==> config.mk <==
export PLATFORM = sky130hd
export DESIGN_NAME = pixel_sequencer
export DESIGN_NICKNAME = d
export VERILOG_FILES = /design/src/rtl/pixel_sequencer.sv
export SDC_FILE = /design/constraint.sdc
export NUM_CORES = 1
export LEC_CHECK = 0
export BUFFER_PORTS_ARGS = -buffer_cell sky130_fd_sc_hd__buf_2
export CAP_MARGIN = 30
export CELL_PAD_IN_SITES_DETAIL_PLACEMENT = 1
export CELL_PAD_IN_SITES_GLOBAL_PLACEMENT = 1
export CORE_MARGIN = 1
export CORE_UTILIZATION = 49
export DETAILED_ROUTE_END_ITERATION = 10
export PLACE_DENSITY = 0.85
export SLEW_MARGIN = 20
export SYNTH_ARGS = -nofsm -noshare
export SYNTH_HDL_FRONTEND = slang
export SYNTH_SLANG_ARGS = --single-unit
==> constraint.sdc <==
create_clock -name clk -period 2.7 [get_ports clk]
set_input_delay 0.27 -clock clk [delete_from_list [all_inputs] [get_ports clk]]
set_output_delay 0.27 -clock clk [all_outputs]
set_load 0.01 [all_outputs]
==> src/rtl/pixel_sequencer.sv <==
`default_nettype none
// ============================================================================
//  Module   : pixel_sequencer
//  Purpose  : Drives the erase -> expose -> convert -> per-row read sequence
//             for an N_ROWS pixel array. Phase durations are programmable at
//             run time. Supports single-shot or continuous frames with a
//             start/busy/frame_done handshake and a synchronous abort.
//  Ports    : clk        - system clock, rising edge
//             reset      - asynchronous reset, active low
//             start      - frame request, honoured only while idle
//             mode       - 0 single-shot, 1 continuous (sampled per frame)
//             abort      - return to idle on the next edge
//             cfg_we/cfg_addr/cfg_data - duration register write port
//             erase/expose/convert - phase enables
//             read       - one-hot row read select
//             row_idx    - current read row index
//             busy       - high whenever a frame is in progress
//             frame_done - one-cycle pulse after the last row read
//  Revision : 1.0 - initial release
// ============================================================================
module pixel_sequencer #(
    parameter int N_ROWS      = 4,
    parameter int CNT_W       = 8,
    parameter int ERASE_DEF   = 5,
    parameter int EXPOSE_DEF  = 255,
    parameter int CONVERT_DEF = 255,
    parameter int READ_DEF    = 5
) (
    input  logic                      clk,
    input  logic                      reset,
    input  logic                      start,
    input  logic                      mode,
    input  logic                      abort,
    input  logic                      cfg_we,
    input  logic [1:0]                cfg_addr,
    input  logic [CNT_W-1:0]          cfg_data,
    output logic                      erase,
    output logic                      expose,
    output logic                      convert,
    output logic [N_ROWS-1:0]         read,
    output logic [$clog2(N_ROWS)-1:0] row_idx,
    output logic                      busy,
    output logic                      frame_done
);

    localparam int c_ROW_W = $clog2(N_ROWS);

    localparam logic [2:0] c_ST_IDLE    = 3'd0;
    localparam logic [2:0] c_ST_ERASE   = 3'd1;
    localparam logic [2:0] c_ST_EXPOSE  = 3'd2;
    localparam logic [2:0] c_ST_CONVERT = 3'd3;
    localparam logic [2:0] c_ST_READ    = 3'd4;

    // Programmed durations (writable at any time)
    logic [CNT_W-1:0]   r_dur_erase, r_dur_expose, r_dur_convert, r_dur_read;
    // Per-frame shadow copies; erase needs none because it is loaded at the
    // very edge the shadows are captured.
    logic [CNT_W-1:0]   r_sh_expose, r_sh_convert, r_sh_read;

    logic [2:0]         r_state;
    logic [CNT_W-1:0]   r_cnt;
    logic [c_ROW_W-1:0] r_row;
    logic               r_mode;
    logic               r_erase, r_expose, r_convert, r_busy, r_frame_done;
    logic [N_ROWS-1:0]  r_read;

    logic [2:0]         w_state_nxt;
    logic [CNT_W-1:0]   w_cnt_nxt;
    logic [c_ROW_W-1:0] w_row_nxt;
    logic               w_mode_nxt;
    logic               w_latch;
    logic               w_done_nxt;

    // A programmed value of 0 behaves as 1: the counter still loads 0.
    function automatic logic [CNT_W-1:0] f_load(input logic [CNT_W-1:0] d);
        return (d == '0) ? '0 : d - CNT_W'(1);
    endfunction

    always_comb begin
        w_state_nxt = r_state;
        w_cnt_nxt   = r_cnt;
        w_row_nxt   = r_row;
        w_mode_nxt  = r_mode;
        w_latch     = 1'b0;
        w_done_nxt  = 1'b0;

        case (r_state)
            c_ST_IDLE: begin
                if (start) begin
                    w_state_nxt = c_ST_ERASE;
                    w_cnt_nxt   = f_load(r_dur_erase);
                    w_mode_nxt  = mode;
                    w_latch     = 1'b1;
                    w_row_nxt   = '0;
                end
            end
            c_ST_ERASE: begin
                if (r_cnt == '0) begin
                    w_state_nxt = c_ST_EXPOSE;
                    w_cnt_nxt   = f_load(r_sh_expose);
                end else begin
                    w_cnt_nxt   = r_cnt - CNT_W'(1);
                end
            end
            c_ST_EXPOSE: begin
                if (r_cnt == '0) begin
                    w_state_nxt = c_ST_CONVERT;
                    w_cnt_nxt   = f_load(r_sh_convert);
                end else begin
                    w_cnt_nxt   = r_cnt - CNT_W'(1);
                end
            end
            c_ST_CONVERT: begin
                if (r_cnt == '0) begin
                    w_state_nxt = c_ST_READ;
                    w_cnt_nxt   = f_load(r_sh_read);
                    w_row_nxt   = '0;
                end else begin
                    w_cnt_nxt   = r_cnt - CNT_W'(1);
                end
            end
            c_ST_READ: begin
                if (r_cnt == '0) begin
                    if (r_row == c_ROW_W'(N_ROWS - 1)) begin
                        w_done_nxt = 1'b1;
                        w_row_nxt  = '0;
                        if (r_mode) begin
                            // Back-to-back frame: fresh shadows and mode
                            w_state_nxt = c_ST_ERASE;
                            w_cnt_nxt   = f_load(r_dur_erase);
                            w_mode_nxt  = mode;
                            w_latch     = 1'b1;
                        end else begin
                            w_state_nxt = c_ST_IDLE;
                            w_cnt_nxt   = '0;
                        end
                    end else begin
                        w_row_nxt = r_row + c_ROW_W'(1);
                        w_cnt_nxt = f_load(r_sh_read);
                    end
                end else begin
                    w_cnt_nxt = r_cnt - CNT_W'(1);
                end
            end
            default: begin
                w_state_nxt = c_ST_IDLE;
                w_cnt_nxt   = '0;
                w_row_nxt   = '0;
            end
        endcase

        // Abort outranks every transition, but only once a frame is running
        if (abort && (r_state != c_ST_IDLE)) begin
            w_state_nxt = c_ST_IDLE;
            w_cnt_nxt   = '0;
            w_row_nxt   = '0;
            w_latch     = 1'b0;
            w_done_nxt  = 1'b0;
        end
    end

    always_ff @(posedge clk or negedge reset) begin
        if (!reset) begin
            r_dur_erase   <= CNT_W'(ERASE_DEF);
            r_dur_expose  <= CNT_W'(EXPOSE_DEF);
            r_dur_convert <= CNT_W'(CONVERT_DEF);
            r_dur_read    <= CNT_W'(READ_DEF);
            r_sh_expose   <= CNT_W'(EXPOSE_DEF);
            r_sh_convert  <= CNT_W'(CONVERT_DEF);
            r_sh_read     <= CNT_W'(READ_DEF);
            r_state       <= c_ST_IDLE;
            r_cnt         <= '0;
            r_row         <= '0;
            r_mode        <= 1'b0;
            r_erase       <= 1'b0;
            r_expose      <= 1'b0;
            r_convert     <= 1'b0;
            r_read        <= '0;
            r_busy        <= 1'b0;
            r_frame_done  <= 1'b0;
        end else begin
            if (cfg_we) begin
                case (cfg_addr)
                    2'd0:    r_dur_erase   <= cfg_data;
                    2'd1:    r_dur_expose  <= cfg_data;
                    2'd2:    r_dur_convert <= cfg_data;
                    default: r_dur_read    <= cfg_data;
                endcase
            end
            // Shadows take the pre-write values at a frame-start edge
            if (w_latch) begin
                r_sh_expose  <= r_dur_expose;
                r_sh_convert <= r_dur_convert;
                r_sh_read    <= r_dur_read;
            end
            r_state      <= w_state_nxt;
            r_cnt        <= w_cnt_nxt;
            r_row        <= w_row_nxt;
            r_mode       <= w_mode_nxt;
            r_erase      <= (w_state_nxt == c_ST_ERASE);
            r_expose     <= (w_state_nxt == c_ST_EXPOSE);
            r_convert    <= (w_state_nxt == c_ST_CONVERT);
            r_read       <= (w_state_nxt == c_ST_READ) ? (N_ROWS'(1) << w_row_nxt) : '0;
            r_busy       <= (w_state_nxt != c_ST_IDLE);
            r_frame_done <= w_done_nxt;
        end
    end

    assign erase      = r_erase;
    assign expose     = r_expose;
    assign convert    = r_convert;
    assign read       = r_read;
    assign row_idx    = r_row;
    assign busy       = r_busy;
    assign frame_done = r_frame_done;

endmodule
`default_nettype wire

### After elaboration in Yosys (flattened, before gate mapping)

Index checks and enable logic that the tools add are counted.

* output and inout port bits: 11
* input port bits: 16
* logic and storage cells: 102
* register bits after elaboration: 79

* equality and inequality tests: 15
* muxes and demuxes: 44
* bitwise logic cells: 1
* shifts and indexed selects: 1
* reduce and logical (&&, ||, !) cells: 18
* add/sub/neg operators: 6

Operator list (number)
* 8-bit 2-to-1 mux: 12
* 8-bit zero test: 5
* 8-bit one-hot mux with 5 select lines: 1
* 8-bit by 1-bit subtractor with 8-bit output, second input constant: 5
* 3-bit 2-to-1 mux: 7
* 3-bit one-hot mux with 5 select lines: 1
* 1-bit 2-to-1 mux: 14
* 3-bit by 2-bit == test with 1-bit output, second input constant: 4
* 2-bit 2-to-1 mux: 5
* 2-bit one-hot mux with 4 select lines: 1
* 2-bit AND reduction: 4
* 3-bit by 1-bit == test with 1-bit output, second input constant: 2
* 3-bit == test, second input constant: 2
* 2-bit inequality test, second input constant: 3
* 3-bit nonzero test: 2
* 2-bit == test, second input constant: 2
* 4-bit 2-to-1 mux: 1
* 1-bit one-hot mux with 2 select lines: 2
* 4-bit AND reduction: 1
* 1-bit by 2-bit left shift with 4-bit output, first input constant: 1
* 3-bit zero test: 1
* 3-bit inequality test, second input constant: 1
* 3-bit OR reduction: 1
* 2-bit by 1-bit adder with 2-bit output, second input constant: 1
* 6 further kinds: 6

### Logic depth before layout (Yosys ltp)

* depth in word-level cells: 7
* depth in mapped cells: 9
* mapped depth without buffers: 8

### Worst setup path after synthesis

Ideal clock, no wire load.

* kind: reg-to-reg
* from: reg r_cnt[0]
* to: reg r_cnt[3]
* setup slack: 679 ps
* required time: 2567 ps
* arrival time: 1889 ps
* buffers on the path: 1
* setup time: 133 ps
* stages on the path, launching flop included: 9
* clock period less this slack: 2021 ps
* cell sequence: dfrtp_1 -> inv_1 -> ha_1 -> or4b_1 -> buf_4 -> nor2_8 -> nor2_1 -> o41ai_2 -> a211oi_1

* cells in the longest elaborated chain, start to end: 4
* elaborated cells on any way between the ends: 8
* those cells by class: add/sub: 1; mux: 6; reduce/logical: 1

RTL lines
* start: declaration: RTL line 61 `logic [CNT_W-1:0] r_cnt;`
* start signal: assignment: RTL line 197 `r_cnt <= w_cnt_nxt;`
* 8-bit by 1-bit subtractor with 8-bit output or 8-bit zero test (tied branches)
* 8-bit 2-to-1 mux, on equally long branches
* 8-bit one-hot mux with 5 select lines *: RTL line 87 `case (r_state)`
* 8-bit 2-to-1 mux *: RTL line 153 `if (abort && (r_state != c_ST_IDLE)) begin`

Every way passes the cells marked *; elsewhere a longest branch is shown, timed or not.
A chain may end at the register's enable or synchronous reset.

### Worst setup path in the final report

* from: reg r_cnt[0]
* to: reg r_cnt[6]

Same word-level chain as after synthesis.

==> flow_summary.yaml <==
logic_synthesis:
  yosysSeqAreaShare_pct: 45.1
  synth_cell_types: 76
  yosys_warnings: 0
  ys_ff_latch: 79
  synth_top_cell_by_area: "dfrtp_1"
  synth-edff-count: 0
  synthArstFlopShare_pct: 100
  synth_most_common_cell: "dfrtp_1"
  synth.area.top_cells: "dfrtp_1, dfstp_2, mux2_2"
  syn_avg_cell_area_um2: 11.2
  syn-num-nets: 428
  synth_top_area_share_pct: 22.9
  netlist_instances: 402
  ys.flop_type: "dfrtp_1"
  synth_area_um2: 4490
  yosys-top-cells-count: "dfrtp_1, dfstp_2, mux2_2"
cts:
  root_buffer: "clkbuf_8"
  htree_levels: 3
  cts_tree: "built"
  clk_path_buf_depth: 2
  cts_buffers: 9
  clock-sinks: 79
  post_cts_resized: 0
  clkTransAtPathRegs_ns: 0.09
  worstSkewPairLatency_ns: 0.37
sta:
  rsz0062_at_grt: "no"
  fin_crit_ns: 2.45
  worst_pin_slew_ns: 0.530
  skew_ns: 0.0112
  finalHoldViolations: 0
  finalSetupViolCount: 0
  fin_crit_sh_pct: 90.8
  fmaxAchievable_mhz: 408
  report.final.slew_viol_count: 0
  relSlewSlack_pct: 64.6
  tns_ns: 0
floorplanning:
  die_x_um: 97.7
  die_h_um: 97.7
  fp.dieArea_um2: 9550
  start_util_pct: 51.0
  fp-row-count: 34
  coreArea_um2: 8810
  io_pins: 27
job:
  maxCapViolations: 0
placed_design:
  gp_congestion: 0.892
  place_hpwl_um: 8800
  port_buffers: 26
grt:
  first_global_vias: 3739
  track_usage_pct: 27.5
  antenna_found_initial: 0
  grt_overflow: 0
  grt_pass1_wl_um: 20300
  grt_max_degree: 80
finish:
  nFillCells: 961
  drive_gt1_share_pct: 31.7
  utilization_pct: 56.3
  antennaDiodeCount: 0
  syn_to_final_growth_pct: 10.5
  nets: 462
drt:
  drc: 8
  dr.first_iter.drc_count: 211
  drtPass1Iterations: 8
  wl_per_cell_um: 22.0
  vias: 3496
  routed_wl_um: 12100
  ant_nets: 0
  via_per_inst: 6.37
setup_path:
  crit_required_ns: 2.94
  path_max_fanout: 9
  critPathLaunchType: "flip-flop"
  arrival_ns: 2.69
  end_kind: "flip-flop"
  crit_type: "reg2reg"
power_and_ir_drop:
  pwr_density_cell_nw_per_um2: 1030
  ir_drop_uv: 550
  leakage_nw: 2.04
outcome:
  violations: "DRC"
  run_status: "finished, violations left"
min_path:
  min_path_type: "in2reg"
-- layer usage --
metal	up-vias	part of all wire (%)	global-route usage [%]
met5	-	0	0
met4	0	2.9	10.1
met3	28	3.8	5.90
met2	93	51	47.0
met1	1804	43	34.2
li1	1571	-	-
-- path summary, 6_finish.rpt --
check	from	cells after the start	slack, ns	endpoint
setup / recovery	r_cnt[0]	7	0.25	r_cnt[6]
setup reg to reg	r_cnt[0]	7	0.25	r_cnt[6]
hold / removal	mode	3	0.15	r_mode
hold reg to reg	r_dur_read[4]	1	0.51	r_sh_read[4]
max in group asynchronous	reset	3	1.76	r_dur_erase[0]
min in group asynchronous	reset	2	0.31	convert
-- report_power, final --
part	total, mW	switching, mW	internal, mW
clock	0.857	0.487	0.370
sequential	2.23	0.527	1.70
combinational	2.02	1.12	0.893
total	5.10	2.14	2.96
-- logic make-up (layout without fill, tap and decap cells) --
family          after synthesis  count (layout)  synth area share [%]
compound gates               97              97                  16.1
buf+inv                      32              71                  3.21
mux                          54              54                  13.5
flops                        79              79                  45.1
xor+xnor                     11              11                  2.15
simple gates                117             117                  16.7
fa+ha+maj                    12              12                  3.23
-- placed cells by master (no fill, tap or decap), types with 4 or more instances in the layout --
master,n
nand2_1,17
o31ai_1,9
mux2_2,29
or4_4,4
dfrtp_1,41
dfstp_2,38
nor2_1,25
o22ai_1,7
nor3_1,6
nand3b_1,5
inv_1,21
or4_1,9
o21ai_0,15
nor2b_1,5
ha_1,10
buf_2,25
buf_4,6
or3_1,9
a21oi_1,16
and2_1,4
o211ai_1,5
xnor2_1,9
clkbuf_8,10
mux2_1,24
nand3_1,6
o21ai_1,4
-- sequential cells by signal, summed over array words and instances (netlist names) --
register / cells
r_dur_expose: 8
busy: 1
convert: 1
expose: 1
read: 4
r_dur_convert: 8
r_dur_erase: 8
r_sh_expose: 8
r_state: 3
erase: 1
r_cnt: 8
row_idx: 2
r_sh_convert: 8
r_dur_read: 8
r_sh_read: 8
r_mode: 1
frame_done: 1
-- metrics by stage --
stage	power, mW	setup WS, ns	hold WS (ns)	cells	cell area (um^2)
after global placement	4.03	0.420	0.471	531	4730
final	5.10	0.249	0.147	549	4960
after CTS	5.10	0.269	0.0935	547	4920
after detailed placement	4.20	0.339	0.489	531	4730
after global routing	5.40	0.165	0.183	549	4960
after floorplan	3.55	0.679	-0.0256	402	4490
-- worst max-delay path, cell delays in order (launching register included) --
cell and delay (ns):
dfrtp_1 0.42, inv_1 0.11, ha_1 0.24, or4b_1 0.65, nor2_8 0.25, nor2_1 0.11, o41ai_1 0.40, nand2_1 0.13
-- final cells by class --
class                   count  area, um^2  share of cell area, %
clock buffers              10         138                   2.78
clock inverters             6        51.3                   1.03
inverters                  22        82.6                   1.67
multi-input cells         291        2320                   46.8
flip-flops and latches     79        2020                   40.8
well taps                 108         135                   2.73
repair buffers             33         208                   4.19
-- what timing repair did --
item | CTS | global route
hold buffers | 0 | 1
hold endpoints to repair | 0 | 18
setup buffers | 0 | 0
(Power assumes the default switching activity.)
